--- config.mk ---
export PLATFORM = sky130hd
export DESIGN_NAME = filter_tap_loader
export DESIGN_NICKNAME = d
export VERILOG_FILES = /design/src/rtl/filter_tap_loader.sv
export SDC_FILE = /design/constraint.sdc
export NUM_CORES = 1
export LEC_CHECK = 0
export ABC_AREA = 1
export CAP_MARGIN = 0
export CORE_UTILIZATION = 59
export CTS_CLUSTER_SIZE = 24
export DETAILED_ROUTE_END_ITERATION = 8
export GPL_TIMING_DRIVEN = 1
export PLACE_DENSITY = 0.79
export SLEW_MARGIN = 5
export SYNTH_ARGS = -nofsm -noshare
export SYNTH_HDL_FRONTEND = slang
export SYNTH_SLANG_ARGS = --single-unit
--- constraint.sdc ---
create_clock -name i_clk -period 2.8 [get_ports i_clk]
set_clock_uncertainty 0.1 [all_clocks]
set_input_delay 0.7 -clock i_clk [delete_from_list [all_inputs] [get_ports i_clk]]
set_output_delay 0.7 -clock i_clk [all_outputs]
set_load 0.02 [all_outputs]
--- src/rtl/filter_tap_loader.sv ---
// Coefficient shadow bank plus a load sequencer for one FIR filter tap port:
// collect a coefficient set, then on commit stall samples, write every tap and flush the filter.
module filter_tap_loader #(
    parameter int unsigned N_TAPS     = 9,
    parameter int unsigned TAP_WIDTH  = 16,
    parameter int unsigned ADDR_WIDTH = 4
) (
    input  logic                  i_clk,
    input  logic                  i_rst_n,
    input  logic                  i_coeff_valid,
    output logic                  o_coeff_ready,
    input  logic [TAP_WIDTH-1:0]  i_coeff_data,
    input  logic                  i_coeff_last,
    input  logic                  i_commit,
    output logic [ADDR_WIDTH-1:0] o_tap_address,
    output logic [TAP_WIDTH-1:0]  o_tap_data,
    output logic                  o_tap_we,
    output logic                  o_pipeline_flush,
    output logic                  o_stream_hold,
    output logic                  o_busy,
    output logic                  o_done,
    output logic                  o_commit_rejected,
    output logic                  o_length_error
);

    localparam int unsigned CNT_W = $clog2(N_TAPS + 1);
    localparam int unsigned IDX_W = (N_TAPS > 1) ? $clog2(N_TAPS) : 1;

    typedef enum logic [2:0] {
        S_IDLE,
        S_HOLD,
        S_WRITE,
        S_FLUSH,
        S_DONE
    } state_t;

    state_t                r_state;
    logic [CNT_W-1:0]      r_wr_ptr;
    logic                  r_in_set;
    logic                  r_bank_valid;
    logic                  r_length_error;
    logic [TAP_WIDTH-1:0]  r_bank [N_TAPS];
    logic [ADDR_WIDTH-1:0] r_rd_ptr;
    logic [ADDR_WIDTH-1:0] r_tap_address;
    logic [TAP_WIDTH-1:0]  r_tap_data;
    logic                  r_tap_we;
    logic                  r_flush;
    logic                  r_hold;
    logic                  r_busy;
    logic                  r_done;
    logic                  r_rejected;
    logic                  r_ready;

    logic                  w_accept;
    logic                  w_set_ok;
    logic                  w_start;
    logic [ADDR_WIDTH-1:0] w_rd_next;

    // r_ready mirrors state==IDLE, so beats are only ever taken while idle
    assign w_accept  = i_coeff_valid & r_ready;
    // wr_ptr saturates at N_TAPS, so N_TAPS-1 on the last beat means exactly N_TAPS beats
    assign w_set_ok  = (r_wr_ptr == CNT_W'(N_TAPS - 1));
    assign w_start   = (r_state == S_IDLE) & i_commit & r_bank_valid & ~w_accept;
    assign w_rd_next = r_rd_ptr + ADDR_WIDTH'(1);

    // Shadow bank storage; contents are don't-care out of reset
    always_ff @(posedge i_clk) begin
        if (w_accept && (r_wr_ptr < CNT_W'(N_TAPS))) begin
            r_bank[IDX_W'(r_wr_ptr)] <= i_coeff_data;
        end
    end

    // Coefficient set tracking: beat count, set validity and length error
    always_ff @(posedge i_clk or negedge i_rst_n) begin
        if (!i_rst_n) begin
            r_wr_ptr       <= '0;
            r_in_set       <= 1'b0;
            r_bank_valid   <= 1'b0;
            r_length_error <= 1'b0;
        end else if (w_accept) begin
            if (i_coeff_last) begin
                r_wr_ptr       <= '0;
                r_in_set       <= 1'b0;
                r_bank_valid   <= w_set_ok;
                r_length_error <= ~w_set_ok;
            end else begin
                r_in_set <= 1'b1;
                if (r_wr_ptr != CNT_W'(N_TAPS)) begin
                    r_wr_ptr <= r_wr_ptr + CNT_W'(1);
                end
                if (!r_in_set) begin
                    r_bank_valid   <= 1'b0;
                    r_length_error <= 1'b0;
                end
            end
        end
    end

    // Load sequencer; every control output is a flop loaded on the transition into its state
    always_ff @(posedge i_clk or negedge i_rst_n) begin
        if (!i_rst_n) begin
            r_state       <= S_IDLE;
            r_rd_ptr      <= '0;
            r_tap_address <= '0;
            r_tap_data    <= '0;
            r_tap_we      <= 1'b0;
            r_flush       <= 1'b0;
            r_hold        <= 1'b0;
            r_busy        <= 1'b0;
            r_done        <= 1'b0;
            r_rejected    <= 1'b0;
            r_ready       <= 1'b1;
        end else begin
            r_done     <= 1'b0;
            r_rejected <= 1'b0;
            case (r_state)
                S_IDLE: begin
                    if (w_start) begin
                        r_state <= S_HOLD;
                        r_hold  <= 1'b1;
                        r_busy  <= 1'b1;
                        r_ready <= 1'b0;
                    end else if (i_commit) begin
                        r_rejected <= 1'b1;
                    end
                end
                S_HOLD: begin
                    r_state       <= S_WRITE;
                    r_rd_ptr      <= '0;
                    r_tap_we      <= 1'b1;
                    r_tap_address <= '0;
                    r_tap_data    <= r_bank[0];
                end
                S_WRITE: begin
                    if (r_rd_ptr == ADDR_WIDTH'(N_TAPS - 1)) begin
                        r_state       <= S_FLUSH;
                        r_tap_we      <= 1'b0;
                        r_tap_address <= '0;
                        r_tap_data    <= '0;
                        r_flush       <= 1'b1;
                    end else begin
                        r_rd_ptr      <= w_rd_next;
                        r_tap_address <= w_rd_next;
                        r_tap_data    <= r_bank[IDX_W'(w_rd_next)];
                    end
                end
                S_FLUSH: begin
                    r_state <= S_DONE;
                    r_flush <= 1'b0;
                    r_hold  <= 1'b0;
                    r_done  <= 1'b1;
                end
                S_DONE: begin
                    r_state <= S_IDLE;
                    r_busy  <= 1'b0;
                    r_ready <= 1'b1;
                end
                default: begin
                    r_state       <= S_IDLE;
                    r_tap_we      <= 1'b0;
                    r_tap_address <= '0;
                    r_tap_data    <= '0;
                    r_flush       <= 1'b0;
                    r_hold        <= 1'b0;
                    r_busy        <= 1'b0;
                    r_ready       <= 1'b1;
                end
            endcase
        end
    end

    assign o_coeff_ready     = r_ready;
    assign o_tap_address     = r_tap_address;
    assign o_tap_data        = r_tap_data;
    assign o_tap_we          = r_tap_we;
    assign o_pipeline_flush  = r_flush;
    assign o_stream_hold     = r_hold;
    assign o_busy            = r_busy;
    assign o_done            = r_done;
    assign o_commit_rejected = r_rejected;
    assign o_length_error    = r_length_error;

endmodule

=== After elaboration in Yosys (flattened, before gate mapping) ===
Memory sizes are Yosys's and may differ from the RTL's.
Cells that the tools add are included.

* Output and inout port bits: 28
* Memories kept: 1
* Memory bits (writable): 144
* Logic and storage cells: 86
* Bits in registers: 41

* $lt $le $gt $ge: 1
* $add $sub $neg: 2
* Bitwise logic cells: 10
* Eq/ne operators: 11
* Reductions and logical operators: 16
* Multiplexer cells: 30

{| class="wikitable"
|+ Memories
! name !! depth !! bits a word !! rd ports !! clocked after memory_dff !! wr ports !! line !! RTL
|-
| r_bank || 9 || 16 || 2 || 0 || 1 || 42 || <nowiki>logic [TAP_WIDTH-1:0] r_bank [N_TAPS];</nowiki>
|}

{| class="wikitable"
|+ Operators by type and width
! kind !! count
|-
| $pmux 16 s3 || 1
|-
| $mux 16 || 1
|-
| $mux 4 || 4
|-
| $pmux 4 s2 || 2
|-
| $reduce_and 2->1 || 8
|-
| $mux 1 || 14
|-
| $pmux 3 s4 || 1
|-
| $reduce_or 3->1 || 4
|-
| $add 4x1->4 const B || 2
|-
| $eq 4x4->1 const B || 2
|-
| $ne 2x2->1 const B || 4
|-
| $pmux 1 s2 || 4
|-
| $eq 3x2->1 const B || 2
|-
| $mux 3 || 2
|-
| $not 1->1 || 6
|-
| $and 1x1->1 || 4
|-
| $lt 4x4->1 const B || 1
|-
| $ne 4x4->1 const B || 1
|-
| $reduce_bool 2->1 || 2
|-
| $eq 3x1->1 const B || 1
|-
| $eq 3x3->1 const B || 1
|-
| $logic_not 3->1 || 1
|-
| $pmux 1 s3 || 1
|-
| $logic_and 1x1->1 || 1
|}

=== Logic depth before layout (Yosys ltp) ===
* Depth in word-level cells: 6
* Depth in mapped cells: 12
* Gate-level depth less buffers: 9

=== Least setup slack after synthesis ===
Ideal clock, no wire load.

* Path kind: input-to-reg
* From: in i_coeff_valid
* To: mem r_bank[8][0] (enable)
* Arrival time: 1.902 ns
* Required time: 2.312 ns
* Library setup time: 0.388 ns
* Cell stages on the path: 4
* Slack: 0.410 ns
* Buffers on the path: 0
* Cell sequence: nand2_1 > a21oi_1 > inv_1 > nor2_1

* Word-level cells in the longest chain between the ends: 4

{| class="wikitable"
|+ Ends and longest elaborated chain
! what !! line !! RTL
|-
| start: declaration || 10 || <nowiki>input logic i_coeff_valid,</nowiki>
|-
| $and 1x1->1 || 60 || <nowiki>assign w_accept = i_coeff_valid & r_ready;</nowiki>
|-
| $logic_and 1x1->1 || 68 || <nowiki>if (w_accept && (r_wr_ptr < CNT_W'(N_TAPS))) begin</nowiki>
|-
| $mux 1 || 68 ||
|-
| $mux 1 (not written as such) || 69 || <nowiki>r_bank[IDX_W'(r_wr_ptr)] <= i_coeff_data;</nowiki>
|-
| end: declaration || 42 ||
|}

No other way between the ends.

=== Worst setup path in the final report ===
* From: reg r_ready, in the netlist o_coeff_ready
* To: out o_coeff_ready

{| class="wikitable"
|+ RTL lines
! what !! line !! RTL
|-
| start: declaration || 52 || <nowiki>logic r_ready;</nowiki>
|-
| start signal: assignment || 112 || <nowiki>r_ready <= 1'b1;</nowiki>
|-
| start signal: assignment || 122 || <nowiki>r_ready <= 1'b0;</nowiki>
|-
| start signal: assignment || 156 || <nowiki>r_ready <= 1'b1;</nowiki>
|-
| end: declaration || 11 || <nowiki>output logic o_coeff_ready,</nowiki>
|}

No word-level cell between the ends.

==> Implementation_results.wiki <==
{| class="wikitable"
! Metric !! Value
|-
| Cells after synthesis || 729
|-
| Slew at the pin closest to its max-slew limit || 930.4 ps
|-
| Overflow left after global routing || 0
|-
| Sequential Area || 0.005353 mm^2
|-
| Std-Cell Core Area || 0.01282 mm^2
|-
| Routed vias || 5590
|-
| Number of synthesized register bits || 185
|-
| CTS root buffer || sky130_fd_sc_hd__clkbuf_16
|-
| Type of origin of the critical path || flip-flop
|-
| Number of warnings reported in the yosys synthesis log || 0
|-
| Slowest CP cell || sky130_fd_sc_hd__clkdlybuf4s50_1
|-
| Count of input and output buffers || 48
|-
| Portion of the post-synthesis area used by sequential elements || 67.84%
|-
| Post-DRT Antenna Nets || 0
|-
| Run status || complete, no violations
|-
| Post-synthesis cell area || 0.007889 mm^2
|-
| Number of diodes added for antenna fixing || 0
|-
| Final standard cell count with taps included and fillers excluded || 967
|-
| Vert. Die Dim || 117.6 um
|-
| Hold-fix buffer count after cts || 0
|-
| Wire length of the first global-routing pass || 28080 um
|-
| Syn_area_per_cell || 10.82 um^2
|-
| Routed length per instance || 18.32 um
|-
| Setup repair after global routing missed its margin || no
|-
| Power Dens Cells || 1068 mW/mm^2
|-
| Number of detailed-route iterations in the first pass || 6
|-
| Top flip-flop cell by instance count after synthesis || sky130_fd_sc_hd__edfxtp_1
|-
| Row count || 41
|-
| Required time of the critical path || 2000 ps
|-
| Sum of negative setup slack || 0 ps
|-
| CTS tree || yes
|-
| Library cells used by synthesis || 31
|-
| Setup-violating endpoint count in the final report || 0
|-
| Count of flip-flops with a built-in enable after synthesis || 144
|-
| Final cell area excluding filler cells || 0.009145 mm^2
|-
| Aggregate routed wire length || 17710 um
|-
| Relative slew slack || 37.98%
|-
| Maximum fanout encountered on the critical timing path || 3
|-
| Share of flip-flops with an asynchronous set or reset || 22.16%
|-
| Crit-path max cell delay || 600 ps
|-
| Area post-placement || 0.008523 mm^2
|-
| Worst endpoint data arrival time || 1570 ps
|-
| H-tree levels || 4
|-
| CTS buffer count || 17
|-
| Total GRT Usage || 26.99%
|-
| Die Footprint || 0.01384 mm^2
|-
| Min cycle time layout || 2368 ps
|-
| Num ports || 49
|-
| Post-CTS repair timing setup buffer count || 0
|-
| DP Wirelength || 11460 um
|-
| Post-detailed-route via-to-cell ratio || 5.781
|-
| Buffers & Inverters on Critical Path || 1
|-
| Filler cell count || 839
|-
| Share of the clock period used by the worst path after layout || 84.59%
|-
| Final-report hold violation count || 0
|-
| Peak ir drop on the vdd network || 0.7873 mV
|-
| FMAX || 422.2 MHz
|-
| Starting utilization of the core area || 61.51%
|-
| Kind of cell with the highest combined delay on the critical path || buffers and inverters
|-
| Type of the setup path with the least slack || reg -> out
|-
| Endpoint kind of the worst setup timing path || output pin
|-
| Initial antenna violation count || 0
|-
| # nets final || 810
|-
| Resize count post-CTS || 0
|-
| Fraction of layout instances using a drive strength above 1 || 9.937%
|-
| Number of violations of the max-capacitance limit || 0
|-
| Clock latency on the worst-skew pair || 430 ps
|-
| Reg-to-reg endpoint || r_bank[7][7]
|-
| Start of the worst register-to-register path || r_wr_ptr[0]
|-
| DRC marker count from the first detailed-route iteration || 817
|-
| Via count of the first global-routing pass || 5319
|-
| Area taken by multi-input logic gates || 0.002117 mm^2
|-
| Post-Place Cells || 935
|-
| Weighted congestion reported at the end of routability-driven placement || 0.9597
|-
| Static Leakage || 0.003722 uW
|-
| R2r setup slk || 750 ps
|-
| Sinks on the clock net || 185
|-
| DRC viols || 0
|-
| Classification of the worst-slack hold path || in -> async
|-
| Number of max-slew violations in the final report || 0
|-
| Buffer depth of the longest clock path || 2
|-
| Clock transition at the registers of the reported paths || 60 ps
|-
| Die W || 117.6 um
|-
| Depth of the worst register-to-register path || 8
|-
| List of cells traversed by the critical path || clkdlybuf4s50_1
|-
| Pin count of the biggest net entering global routing || 79
|-
| Synthesized netlist net count || 757
|-
| Area overhead of the layout relative to synthesis || 15.92%
|}
-- worst reg2reg max path, cell delays in order (launching register included) --
cell                      delay (ps)
sky130_fd_sc_hd__dfrtp_1         430
sky130_fd_sc_hd__inv_1           160
sky130_fd_sc_hd__ha_1            170
sky130_fd_sc_hd__nand2_1          50
sky130_fd_sc_hd__a21oi_1         220
sky130_fd_sc_hd__buf_4           200
sky130_fd_sc_hd__nand3_1          90
sky130_fd_sc_hd__inv_1            80
sky130_fd_sc_hd__buf_4           240
-- worst max-delay path by stage --
| stage | cells past startpoint | start | endpoint |
|---|---|---|---|
| floorplan | 4 | i_coeff_valid | r_bank[8][0] |
| global placement | 7 | i_coeff_valid | r_bank[6][5] |
| detailed placement | 7 | i_coeff_valid | r_bank[1][3] |
| CTS | 1 | o_coeff_ready | o_coeff_ready |
| global route | 1 | o_coeff_ready | o_coeff_ready |
| finish | 1 | o_coeff_ready | o_coeff_ready |
-- per-layer routing --
layer | routed length (um) | part of all wire (%) | track usage, %
met2 | 8334 | 47 | 40.96
met1 | 7210 | 41 | 38.06
met4 | 327 | 1.8 | 10.10
met5 | 0 | 0 | 0
met3 | 1842 | 10 | 6.444
-- cell usage after synthesis (6+ instances only) --
cell type                    n  area, um^2
sky130_fd_sc_hd__dfrtp_1    40        1001
sky130_fd_sc_hd__edfxtp_1  144        4324
sky130_fd_sc_hd__buf_2      16       80.08
sky130_fd_sc_hd__ha_1        7       87.58
sky130_fd_sc_hd__inv_1      61       229.0
sky130_fd_sc_hd__nand2_1   211       792.0
sky130_fd_sc_hd__nand3_2    20       200.2
sky130_fd_sc_hd__o21ai_0    36       180.2
sky130_fd_sc_hd__o21ai_1     6       30.03
sky130_fd_sc_hd__clkbuf_1    6       22.52
sky130_fd_sc_hd__nand3_1    82       410.4
sky130_fd_sc_hd__nor2_1     65       244.0
-- kinds of logic (layout without fill, tap and decap cells) --
logic type	after synthesis	in the layout	synth area share [%]
and+or+nand+nor	392	392	22.47
DFF	185	185	67.84
buffers and inverters	95	161	5.329
AOI/OAI and AO/OA	50	50	3.251
adders and majority gates	7	7	1.110
-- power breakdown --
part           internal [uW]  switching [uW]  leakage (uW)
Sequential              3380             218       0.00183
Clock                   1520             984      0.000288
Combinational           1180            2480       0.00161
-- placed cells by master (no fill, tap or decap), drive strengths merged --
cell,instances
a21oi,4
a31oi,1
buf,16
bufinv,4
clkbuf,22
clkdlybuf4s50,47
clkinvlp,4
dfrtp,40
dfstp,1
edfxtp,144
ha,7
inv,68
nand2,215
nand3,103
nand4,4
nor2,68
nor3,1
o21a,1
o21ai,42
o22ai,2
or2,1
-- metrics by stage --
step / setup WS, ps / hold slack, ps / power, uW / utilization [%]
after detailed placement: 294.7 / 363.2 / 7228 / 66.46
after global routing: 394.3 / 389.8 / 10290 / 71.31
after global placement: 310.9 / 355.2 / 7128 / 66.46
final: 431.6 / 310.0 / 9771 / 71.31
after CTS: 417.3 / 335.3 / 9755 / 71.31
after floorplan: 409.8 / 304.4 / 6126 / -
-- registers in the layout, indices dropped and copies added, names as in the netlist, 3 cells and up --
register,count
o_tap_data,16
r_state,3
r_rd_ptr,4
r_wr_ptr,4
o_tap_address,4
r_bank,144
-- area by class of cell --
class	count	share of cell area (%)
Clock inverter	10	1.833
Tap cell	172	2.353
Clock buffer	22	4.966
Sequential cell	185	58.53
Timing Repair Buffer	63	6.430
Inverter	66	2.736
Multi-Input combinational cell	449	23.15
(Power assumes the default switching activity.)
